**config.mk**
```make
export PLATFORM = sky130hd
export DESIGN_NAME = haar_stage_sequencer_flat
export DESIGN_NICKNAME = d
export VERILOG_FILES = /design/src/rtl/haar_stage_sequencer_pkg.sv /design/src/rtl/haar_stage_sequencer_if.sv /design/src/rtl/haar_stage_sequencer_word_skid.sv /design/src/rtl/haar_stage_sequencer.sv /design/src/flat_wrapper.sv
export SDC_FILE = /design/constraint.sdc
export NUM_CORES = 1
export LEC_CHECK = 0
export CAP_MARGIN = 30
export CORE_ASPECT_RATIO = 1.75
export CORE_MARGIN = 3
export CORE_UTILIZATION = 58
export CTS_CLUSTER_SIZE = 40
export DETAILED_ROUTE_END_ITERATION = 10
export PLACE_DENSITY = 0.8
export SLEW_MARGIN = 20
export SYNTH_ARGS = -nofsm -noshare
export SYNTH_HDL_FRONTEND = slang
export SYNTH_SLANG_ARGS = --single-unit
```
**constraint.sdc**
```tcl
create_clock -name clk -period 8.8 [get_ports clk]
set_clock_uncertainty 0.15 [all_clocks]
set_input_delay 2.2 -clock clk [delete_from_list [all_inputs] [get_ports clk]]
set_output_delay 2.2 -clock clk [all_outputs]
set_load 0.02 [all_outputs]
```
**src/rtl/haar_stage_sequencer_pkg.sv**
```systemverilog
// Shared definitions for the Haar stage sequencer: FSM encodings, word kinds,
// the per-word tag carried alongside stream data, and the stage-size helper.
package haar_stage_sequencer_pkg;

    localparam logic [1:0] ST_IDLE  = 2'd0;
    localparam logic [1:0] ST_FETCH = 2'd1;
    localparam logic [1:0] ST_WAIT  = 2'd2;
    localparam logic [1:0] ST_DONE  = 2'd3;

    localparam logic WORD_KIND_PARAM  = 1'b0;
    localparam logic WORD_KIND_THRESH = 1'b1;

    localparam int CNT_W = 16;
    typedef logic [CNT_W-1:0] cnt_t;
    typedef logic [7:0]       idx_t;

    typedef struct packed {
        logic is_thresh;
        idx_t stage;
        idx_t classifier;
        idx_t param;
        logic last_param;
        logic last_word;
    } word_tag_t;

    function automatic int size_stage(input int n_cls, input int n_param, input int n_thresh);
        return n_cls * n_param + n_thresh;
    endfunction

endpackage

```
**src/rtl/haar_stage_sequencer_if.sv**
```systemverilog
// Word stream from the sequencer to the classifier evaluator, plus the
// evaluator's per-stage verdict travelling back.
interface haar_stage_sequencer_if #(
    parameter int DATA_WIDTH = 12
);
    logic                  word_valid;
    logic                  word_ready;
    logic [DATA_WIDTH-1:0] word_data;
    logic                  word_is_thresh;
    logic [7:0]            index_stage;
    logic [7:0]            index_classifier;
    logic [7:0]            index_param;
    logic                  last_param;
    logic                  last_word;
    logic                  result_valid;
    logic                  result_pass;

    modport master (
        output word_valid, word_data, word_is_thresh, index_stage,
               index_classifier, index_param, last_param, last_word,
        input  word_ready, result_valid, result_pass
    );

    modport slave (
        input  word_valid, word_data, word_is_thresh, index_stage,
               index_classifier, index_param, last_param, last_word,
        output word_ready, result_valid, result_pass
    );
endinterface

```
**src/rtl/haar_stage_sequencer_word_skid.sv**
```systemverilog
// Two-entry valid/ready buffer holding returned memory words with their tags;
// the head entry drives the stream and stays put until accepted.
module haar_stage_sequencer_word_skid
    import haar_stage_sequencer_pkg::*;
#(
    parameter int DATA_WIDTH = 12
) (
    input  logic                  clk,
    input  logic                  reset,
    input  logic                  flush,
    input  logic                  push,
    input  logic [DATA_WIDTH-1:0] push_data,
    input  word_tag_t             push_tag,
    input  logic                  ready,
    output logic                  valid,
    output logic [DATA_WIDTH-1:0] data,
    output word_tag_t             tag,
    output logic [1:0]            count
);

    logic [DATA_WIDTH-1:0] data_q [2];
    word_tag_t             tag_q  [2];
    logic                  wr_ptr;
    logic                  rd_ptr;
    logic [1:0]            count_q;
    logic                  pop;

    assign valid = (count_q != 2'd0);
    assign pop   = valid & ready;
    assign data  = data_q[rd_ptr];
    assign tag   = tag_q[rd_ptr];
    assign count = count_q;

    always_ff @(posedge clk or posedge reset) begin
        if (reset) begin
            // NOTE: the storage is reset as well so the stream outputs read zero straight out of reset.
            for (int i = 0; i < 2; i++) begin
                data_q[i] <= '0;
                tag_q[i]  <= '0;
            end
            wr_ptr  <= 1'b0;
            rd_ptr  <= 1'b0;
            count_q <= 2'd0;
        end else if (flush) begin
            wr_ptr  <= 1'b0;
            rd_ptr  <= 1'b0;
            count_q <= 2'd0;
        end else begin
            if (push) begin
                data_q[wr_ptr] <= push_data;
                tag_q[wr_ptr]  <= push_tag;
                wr_ptr         <= ~wr_ptr;
            end
            if (pop) begin
                rd_ptr <= ~rd_ptr;
            end
            count_q <= count_q + {1'b0, push} - {1'b0, pop};
        end
    end

endmodule

```
**src/rtl/haar_stage_sequencer.sv**
```systemverilog
// Walks the cascade stage by stage: reads every stage word from the parameter
// ROM, streams it tagged to the evaluator, then waits for that stage's verdict.
module haar_stage_sequencer
    import haar_stage_sequencer_pkg::*;
#(
    parameter int ADDR_WIDTH               = 10,
    parameter int DATA_WIDTH               = 12,
    parameter int NUM_STAGES               = 4,
    parameter int NUM_CLASSIFIERS_STAGE    = 10,
    parameter int NUM_PARAM_PER_CLASSIFIER = 19,
    parameter int NUM_STAGE_THRESHOLD      = 3
) (
    input  logic                  clk,
    input  logic                  reset,
    input  logic                  start,
    input  logic                  abort,
    output logic                  mem_ren,
    output logic [ADDR_WIDTH-1:0] mem_addr,
    input  logic [DATA_WIDTH-1:0] mem_data,
    haar_stage_sequencer_if.master stream,
    output logic                  busy,
    output logic                  done,
    output logic                  face
);

    localparam int SIZE_STAGE = size_stage(NUM_CLASSIFIERS_STAGE, NUM_PARAM_PER_CLASSIFIER,
                                           NUM_STAGE_THRESHOLD);
    localparam int CLS_WORDS  = NUM_CLASSIFIERS_STAGE * NUM_PARAM_PER_CLASSIFIER;

    localparam cnt_t                  SIZE_C       = cnt_t'(SIZE_STAGE);
    localparam cnt_t                  LAST_WORD_C  = cnt_t'(SIZE_STAGE - 1);
    localparam cnt_t                  CLS_WORDS_C  = cnt_t'(CLS_WORDS);
    localparam idx_t                  LAST_PARAM_C = idx_t'(NUM_PARAM_PER_CLASSIFIER - 1);
    localparam idx_t                  LAST_STAGE_C = idx_t'(NUM_STAGES - 1);
    localparam logic [ADDR_WIDTH-1:0] STAGE_STRIDE = ADDR_WIDTH'(SIZE_STAGE);

    logic [1:0]            state;
    idx_t                  stage;
    logic [ADDR_WIDTH-1:0] stage_base;
    cnt_t                  issue_idx;
    cnt_t                  xfer_cnt;
    idx_t                  cls_cnt;
    idx_t                  param_cnt;
    logic                  inflight;
    word_tag_t             inflight_tag;
    logic                  face_q;

    word_tag_t             issue_tag;
    logic                  stage_clear;
    logic                  pop;
    logic                  skid_valid;
    logic [1:0]            skid_count;
    logic [DATA_WIDTH-1:0] skid_data;
    word_tag_t             skid_tag;

    assign pop = skid_valid & stream.word_ready;

    // Room check credits the word leaving this cycle, so a held-high ready sustains one read per cycle.
    assign mem_ren = (state == ST_FETCH) && !abort && (issue_idx < SIZE_C) &&
                     (({1'b0, skid_count} + {2'b00, inflight} - {2'b00, pop}) < 3'd2);
    assign mem_addr = mem_ren ? (stage_base + ADDR_WIDTH'(issue_idx)) : '0;

    assign stage_clear = abort ||
                         ((state == ST_IDLE) && start) ||
                         ((state == ST_WAIT) && stream.result_valid && stream.result_pass);

    always_comb begin
        // NOTE: every field gets a default first so no path leaves a latch behind.
        issue_tag       = '0;
        issue_tag.stage = stage;
        if (issue_idx >= CLS_WORDS_C) begin
            issue_tag.is_thresh = WORD_KIND_THRESH;
            issue_tag.param     = idx_t'(issue_idx - CLS_WORDS_C);
            issue_tag.last_word = (issue_idx == LAST_WORD_C);
        end else begin
            issue_tag.is_thresh  = WORD_KIND_PARAM;
            issue_tag.classifier = cls_cnt;
            issue_tag.param      = param_cnt;
            issue_tag.last_param = (param_cnt == LAST_PARAM_C);
        end
    end

    always_ff @(posedge clk or posedge reset) begin
        if (reset) begin
            state        <= ST_IDLE;
            stage        <= '0;
            stage_base   <= '0;
            issue_idx    <= '0;
            xfer_cnt     <= '0;
            cls_cnt      <= '0;
            param_cnt    <= '0;
            inflight     <= 1'b0;
            inflight_tag <= '0;
            face_q       <= 1'b0;
        end else begin
            // NOTE: non-blocking throughout, so every update here sees last cycle's values.
            inflight <= mem_ren;
            if (mem_ren) begin
                inflight_tag <= issue_tag;
                issue_idx    <= issue_idx + 1'b1;
                if (issue_tag.is_thresh == WORD_KIND_PARAM) begin
                    if (param_cnt == LAST_PARAM_C) begin
                        param_cnt <= '0;
                        cls_cnt   <= cls_cnt + 1'b1;
                    end else begin
                        param_cnt <= param_cnt + 1'b1;
                    end
                end
            end
            if (pop) begin
                xfer_cnt <= xfer_cnt + 1'b1;
            end

            // Stage boundaries (and abort) restart the per-stage counters; later writes win.
            if (stage_clear) begin
                issue_idx <= '0;
                xfer_cnt  <= '0;
                cls_cnt   <= '0;
                param_cnt <= '0;
            end

            if (abort) begin
                state <= ST_IDLE;
            end else begin
                case (state)
                    ST_IDLE: begin
                        if (start) begin
                            state      <= ST_FETCH;
                            stage      <= '0;
                            stage_base <= '0;
                            face_q     <= 1'b0;
                        end
                    end
                    ST_FETCH: begin
                        if (pop && (xfer_cnt == LAST_WORD_C)) begin
                            state <= ST_WAIT;
                        end
                    end
                    ST_WAIT: begin
                        if (stream.result_valid) begin
                            if (stream.result_pass && (stage != LAST_STAGE_C)) begin
                                state      <= ST_FETCH;
                                stage      <= stage + 1'b1;
                                stage_base <= stage_base + STAGE_STRIDE;
                            end else begin
                                state  <= ST_DONE;
                                face_q <= stream.result_pass;
                            end
                        end
                    end
                    ST_DONE: state <= ST_IDLE;
                    default: state <= ST_IDLE;
                endcase
            end
        end
    end

    // The in-flight return is dropped on abort by the flush, which outranks the push.
    haar_stage_sequencer_word_skid #(
        .DATA_WIDTH(DATA_WIDTH)
    ) u_skid (
        .clk      (clk),
        .reset    (reset),
        .flush    (abort),
        .push     (inflight),
        .push_data(mem_data),
        .push_tag (inflight_tag),
        .ready    (stream.word_ready),
        .valid    (skid_valid),
        .data     (skid_data),
        .tag      (skid_tag),
        .count    (skid_count)
    );

    assign stream.word_valid       = skid_valid;
    assign stream.word_data        = skid_data;
    assign stream.word_is_thresh   = skid_tag.is_thresh;
    assign stream.index_stage      = skid_tag.stage;
    assign stream.index_classifier = skid_tag.classifier;
    assign stream.index_param      = skid_tag.param;
    assign stream.last_param       = skid_tag.last_param;
    assign stream.last_word        = skid_tag.last_word;

    assign busy = (state != ST_IDLE);
    assign done = (state == ST_DONE);
    assign face = (state == ST_DONE) && face_q;

endmodule
```
**src/flat_wrapper.sv**
```systemverilog
// flat-port wrapper written by rule: the top's interface ports become plain ports
module haar_stage_sequencer_flat import haar_stage_sequencer_pkg::*;
#(
    parameter int ADDR_WIDTH               = 10,
    parameter int DATA_WIDTH               = 12,
    parameter int NUM_STAGES               = 4,
    parameter int NUM_CLASSIFIERS_STAGE    = 10,
    parameter int NUM_PARAM_PER_CLASSIFIER = 19,
    parameter int NUM_STAGE_THRESHOLD      = 3
)
  (clk, reset, start, abort, mem_ren, mem_addr, mem_data, busy, done, face, stream_word_valid, stream_word_data, stream_word_is_thresh, stream_index_stage, stream_index_classifier, stream_index_param, stream_last_param, stream_last_word, stream_word_ready, stream_result_valid, stream_result_pass);
  haar_stage_sequencer_if #(.DATA_WIDTH(DATA_WIDTH)) stream_i ();
  input  logic clk;
  input  logic reset;
  input  logic start;
  input  logic abort;
  output logic mem_ren;
  output logic [ADDR_WIDTH-1:0] mem_addr;
  input  logic [DATA_WIDTH-1:0] mem_data;
  output logic busy;
  output logic done;
  output logic face;
  output wire logic [$bits(stream_i.word_valid)-1:0] stream_word_valid;
  output wire logic [$bits(stream_i.word_data)-1:0] stream_word_data;
  output wire logic [$bits(stream_i.word_is_thresh)-1:0] stream_word_is_thresh;
  output wire logic [$bits(stream_i.index_stage)-1:0] stream_index_stage;
  output wire logic [$bits(stream_i.index_classifier)-1:0] stream_index_classifier;
  output wire logic [$bits(stream_i.index_param)-1:0] stream_index_param;
  output wire logic [$bits(stream_i.last_param)-1:0] stream_last_param;
  output wire logic [$bits(stream_i.last_word)-1:0] stream_last_word;
  input wire logic [$bits(stream_i.word_ready)-1:0] stream_word_ready;
  input wire logic [$bits(stream_i.result_valid)-1:0] stream_result_valid;
  input wire logic [$bits(stream_i.result_pass)-1:0] stream_result_pass;
  assign stream_word_valid = stream_i.word_valid;
  assign stream_word_data = stream_i.word_data;
  assign stream_word_is_thresh = stream_i.word_is_thresh;
  assign stream_index_stage = stream_i.index_stage;
  assign stream_index_classifier = stream_i.index_classifier;
  assign stream_index_param = stream_i.index_param;
  assign stream_last_param = stream_i.last_param;
  assign stream_last_word = stream_i.last_word;
  assign stream_i.word_ready = stream_word_ready;
  assign stream_i.result_valid = stream_result_valid;
  assign stream_i.result_pass = stream_result_pass;
  haar_stage_sequencer #(.ADDR_WIDTH(ADDR_WIDTH), .DATA_WIDTH(DATA_WIDTH), .NUM_STAGES(NUM_STAGES), .NUM_CLASSIFIERS_STAGE(NUM_CLASSIFIERS_STAGE), .NUM_PARAM_PER_CLASSIFIER(NUM_PARAM_PER_CLASSIFIER), .NUM_STAGE_THRESHOLD(NUM_STAGE_THRESHOLD)) u_core (.clk(clk), .reset(reset), .start(start), .abort(abort), .mem_ren(mem_ren), .mem_addr(mem_addr), .mem_data(mem_data), .stream(stream_i), .busy(busy), .done(done), .face(face));
endmodule
```
=== Yosys cells after proc, flatten, opt, wreduce, memory -nomap -nowiden ===
Index checks and enable logic that the tools add are counted.

* Bits in registers: 179
* Input bits: 19
* Logic and storage cells: 152

* Add/subtract/negate cells: 12
* Order comparisons: 6
* Equal/unequal tests: 15
* Multiplexer cells: 53
* Bitwise logic cells: 6
* Reductions and logical operators: 28

{| class="wikitable"
|+ Operator list
! operator !! count
|-
| 27-bit 2-to-1 mux || 4
|-
| 8-bit 2-to-1 mux || 13
|-
| 16-bit 2-to-1 mux || 4
|-
| 54-bit bitwise mux || 1
|-
| 12-bit 2-to-1 mux || 4
|-
| 10-bit 2-to-1 mux || 4
|-
| 16-bit by 1-bit adder with 16-bit output (second input constant) || 2
|-
| 16-bit by 8-bit equality test with 1-bit output (second input constant) || 2
|-
| 27-bit demux with 1-bit select || 1
|-
| 8-bit by 1-bit adder with 8-bit output (second input constant) || 3
|-
| 24-bit bitwise mux || 1
|-
| 10-bit one-hot mux with 2 select lines || 1
|-
| 16-bit by 8-bit greater-or-equal comparator with 1-bit output (second input constant) || 1
|-
| 16-bit by 8-bit < comparator with 1-bit output (second input constant) || 1
|-
| 8-bit one-hot mux with 2 select lines || 1
|-
| 2-bit nonzero test || 8
|-
| 12-bit demux with 1-bit select || 1
|-
| 2-bit 2-to-1 mux || 6
|-
| 10-bit adder || 1
|-
| 10-bit by 8-bit adder with 10-bit output (second input constant) || 1
|-
| 1-bit logical AND || 10
|-
| 1-bit 2-to-1 mux || 10
|-
| 2-bit != test (second input constant) || 5
|-
| 5-bit AND reduction || 2
|-
| other kinds (23) || 33
|}

=== Longest topological paths before layout ===
Gate-level depths: netlist (run 1).

* Word-level depth: 7
* Gate-level depth with buffers: 16
* Depth with buffers taken out: 13

=== Modules after synthesis ===
Synthesis (run 1) repeated with hierarchy kept, for this count alone.

* Cell total of the unflattened synthesis: 783
* Area, all modules: 8926.1 sq um

{| class="wikitable"
|+ Modules (own cells, without submodules)
! module !! instances !! cells an instance !! area an instance (sq um)
|-
| haar_stage_sequencer || 1 || 555 || 5313.8
|-
| haar_stage_sequencer_word_skid || 1 || 228 || 3612.2
|}

=== Worst setup path before layout (run 1) ===
OpenSTA, ideal clock, no wires.

* Path kind: input-to-output
* Start: input port stream_word_ready
* End: output port mem_addr[2]
* Arrival: 4.985 ns
* Path slack: 1.465 ns
* Stages: 13
* Path buffers: 3
* Cell sequence: o21a_1 -> clkbuf_1 -> ha_1 -> inv_1 -> ha_1 -> inv_1 -> fa_1 -> and4bb_1 -> and4_1 -> nand2b_1 -> buf_2 -> clkbuf_1 -> nor3_1

* Longest elaborated chain between the ends: 5

{| class="wikitable"
|+ RTL lines
! element !! line !! source
|-
| start: declaration || flat_wrapper.sv:31 || <nowiki>input wire logic [$bits(stream_i.word_ready)-1:0] stream_word_ready;</nowiki>
|-
| 1-bit AND || haar_stage_sequencer.sv:56 || <nowiki>assign pop = skid_valid & stream.word_ready;</nowiki>
|-
| 3-bit by 1-bit subtractor with 3-bit output || haar_stage_sequencer.sv:60 || <nowiki>(({1'b0, skid_count} + {2'b00, inflight} - {2'b00, pop}) < 3'd2);</nowiki>
|-
| 3-bit by 2-bit < comparator with 1-bit output || haar_stage_sequencer.sv:60 ||
|-
| 1-bit logical AND || haar_stage_sequencer.sv:59 || <nowiki>assign mem_ren = (state == ST_FETCH) && !abort && (issue_idx < SIZE_C) &&</nowiki>
|-
| 10-bit 2-to-1 mux || haar_stage_sequencer.sv:61 || <nowiki>assign mem_addr = mem_ren ? (stage_base + ADDR_WIDTH'(issue_idx)) : '0;</nowiki>
|-
| end: declaration || flat_wrapper.sv:18 || <nowiki>output logic [ADDR_WIDTH-1:0] mem_addr;</nowiki>
|}

Every way passes these cells.

=== Worst setup path after layout (run 1) ===
* Start: input port stream_word_ready
* End: output port mem_addr[0]

Same word-level chain as after synthesis.

==> metrics.yaml, run 1 <==
run_status:
  status: "finished, final reports clean"
drt:
  drc: 0
  dr.pass1.iters: 5
  wire_per_inst_um: 18.3
  drt_wl_total_mm: 18.7
  vias: 6043
  via_per_inst: 5.92
  ant_nets: 0
  drt_iter0_drc: 341
global_route:
  busiest_layer: "met2"
  met1_usage_pct: 28.2
  grt_pass1_wl_mm: 31.3
  grt_max_degree: 64
  antenna_found_initial: 0
  grt_pass1_vias: 6279
  met2_usage_pct: 42.2
  grt_overflow: 0
  met3_usage_pct: 3.58
  global_route.usage.total_pct: 23.6
cts:
  clock-sinks: 179
  path_clk_slew_ns: 0.07
  cts_htree_levels: 4
  cts_buffers: 17
  worstSkewPairLatency_ns: 0.43
  tritoncts: "done"
  holdBufCountCts: 0
  cts-root-buf: "clkbuf_16"
  clk_path_buf_depth: 2
  ctsResizeCount: 0
  cts_setup_buffers: 0
synthesis:
  synth-seq-area-share_pct: 52.0
  synthArstFlopShare_pct: 100
  ys_warn_count: 0
  synth_nets: 805
  syn_avg_cell_area_um2: 11.3
  ys.flop_type: "dfrtp_1"
  ys_ff_latch: 179
  ys_types: 57
  syn_inst: 762
  synth_edf_count: 0
  synth_area_um2: 8620
pwr:
  vdd_drop_max_uv: 155
  fin_total_pwr_mw: 2.34
  power_leakage_nw: 4.63
  p_per_area_nw_per_um2: 231
critical_path:
  startpoint_type: "input port"
  critPathArrivalTime_ns: 5.51
  crit_path_end_kind: "output port"
  cp_slowest_stage_delay_ns: 0.61
  worstPathRequired_ns: 6.45
  critPathBufInv: 5
  cp_max_fo: 21
  crit_family: "buffers and inverters"
  r2r_cells: 12
  cp.depth: 13
  cp_cell_sequence: "clkdlybuf4s50_1 -> o21a_1 -> ha_1 -> inv_1 -> ha_1 -> inv_1 -> fa_1 -> and4bb_1 -> and4_1 -> nand2b_1 -> inv_2 -> and2_1 -> clkdlybuf4s50_1"
  crit_type: "in -> out"
  crit_path_top_delay_cell: "clkdlybuf4s50_1"
placed_design:
  io_buffers: 72
  hpwl_mm: 12.6
  dp_cells: 989
  dpl_cell_area_um2: 9490
  gp_congestion: 0.842
  pre_cts_ws_ns: 0.964
timing:
  clock.fmax_mhz: 127
  final.setup.tns_ns: 0
  setup_ws_ns: 0.945
  post-route-period-util_pct: 89.3
  maxSlewHeadroom_pct: 38.3
  rsz0062_at_grt: "no"
  hold_violations: 0
  worst_pin_slew_ns: 0.922
  slew_viol_final: 0
  setup_viol: 0
  period_needed_ns: 7.86
die:
  rows: 58
  start_util_pct: 59.7
  die_y_um: 167
  coreArea_um2: 14400
  die_area_um2: 16400
  die_w_um: 98.1
  ios: 73
final_layout:
  drive_above_1_share_pct: 20.7
  final_common_cell: "dfrtp_1"
  area_delta_synth_final_pct: 17.6
  final_area_um2: 10100
  layout.cells.non_filler: 1021
  fin_nets: 871
  layout_common_cells: "dfrtp_1 (179), mux2_2 (117), nand2_1 (75), nor2_1 (75), clkdlybuf4s50_1 (72)"
  antenna_cells: 0
worst_hold_path:
  hold_path_class: "reg -> reg"
  hold_depth: 1
run:
  maxCapViolCount: 0
[sequential cells by signal, indices dropped and copies added (netlist names)]
signal	flops
u_core.u_skid.rd_ptr	1
u_core.issue_idx	16
u_core.stage_base	10
u_core.xfer_cnt	16
u_core.inflight_tag	27
u_core.u_skid.tag_q	54
u_core.u_skid.count	2
u_core.u_skid.data_q	24
u_core.stage	8
u_core.cls_cnt	8
u_core.inflight	1
u_core.state	2
u_core.face_q	1
u_core.u_skid.wr_ptr	1
u_core.param_cnt	8
[cell usage after synthesis (19+ instances only)]
master | count | area share [%]
nor2_1 | 75 | 3.3
o21ai_0 | 21 | 1.2
dfrtp_1 | 179 | 52
nand2_1 | 75 | 3.3
mux2_2 | 117 | 15
a21oi_1 | 27 | 1.6
clkbuf_1 | 19 | 0.83
xor2_1 | 32 | 3.3
xnor2_1 | 21 | 2.1
ha_1 | 22 | 3.2
[per-stage QoR]
stage                     utilization, %  hold slack, ns
after floorplan                        -           0.301
after global placement              65.7           0.328
after detailed placement            65.7           0.337
after CTS                           70.1           0.355
after global routing                70.1           0.361
final                               70.1           0.353
[worst reg2reg max path, cell delays in order, from the launching register on]
cell      delay (ns)
dfrtp_1         0.44
o21a_1          0.21
ha_1            0.27
inv_1           0.06
ha_1            0.14
inv_1           0.05
fa_1            0.49
and4bb_1        0.23
nand4_2         0.20
nor3_4          0.73
nand2_1         0.15
or3_1           0.34
a21oi_1         0.18
[logic make-up after synthesis]
group	count (synthesis)	share of synthesized area (%)
adder cells (fa/ha/maj)	24	3.66
AO/OA/AOI/OAI	82	6.17
flip-flops	179	52.0
multiplexers	120	15.6
AND/OR/NAND/NOR	251	14.6
buffers and inverters	53	2.56
XOR/XNOR	53	5.39
[worst paths after layout]
path,start,to,slack (ns)
setup reg to reg,u_core.u_skid.count[1]$_DFF_PP0_,u_core.param_cnt[2]$_DFFE_PP0P_,5.08
hold / removal,u_core.u_skid.tag_q[5]$_DFFE_PP0P_,u_core.u_skid.tag_q[5]$_DFFE_PP0P_,0.35
hold reg to reg,u_core.u_skid.tag_q[5]$_DFFE_PP0P_,u_core.u_skid.tag_q[5]$_DFFE_PP0P_,0.35
min in group asynchronous,reset,u_core.u_skid.tag_q[12]$_DFFE_PP0P_,2.05
setup / recovery,stream_word_ready,mem_addr[0],0.94
max in group asynchronous,reset,u_core.param_cnt[1]$_DFFE_PP0P_,5.24
[where the power goes]
part	internal, mW	leakage (nW)	total (mW)	switching, mW
Sequential	0.918	2.46	0.983	0.0653
Clock	0.440	0.311	0.807	0.367
Combinational	0.268	1.86	0.553	0.286
[cell type report]
| type | instances | area (um^2) |
|---|---|---|
| multi-input cells | 530 | 3920 |
| clock inverters | 15 | 214 |
| fillers | 1042 | 4310 |
| clock buffers | 17 | 425 |
| repair buffers | 81 | 788 |
| flip-flops and latches | 179 | 4480 |
| inverters | 19 | 76.3 |
| well taps | 180 | 225 |
[metal layers]
metal	wire length (um)	part of all wire, %
met5	0	0
met4	638	3.4
met1	7340	39
met3	683	3.7
met2	10000	54
Note: power is estimated with default switching activity, not from simulation.
==> inputs of run 2 (changes only) <==
TNS_END_PERCENT = 20   (was default)
==> results of run 2 <==
The final DEF is identical to that of run 1; final timing and power are the same.
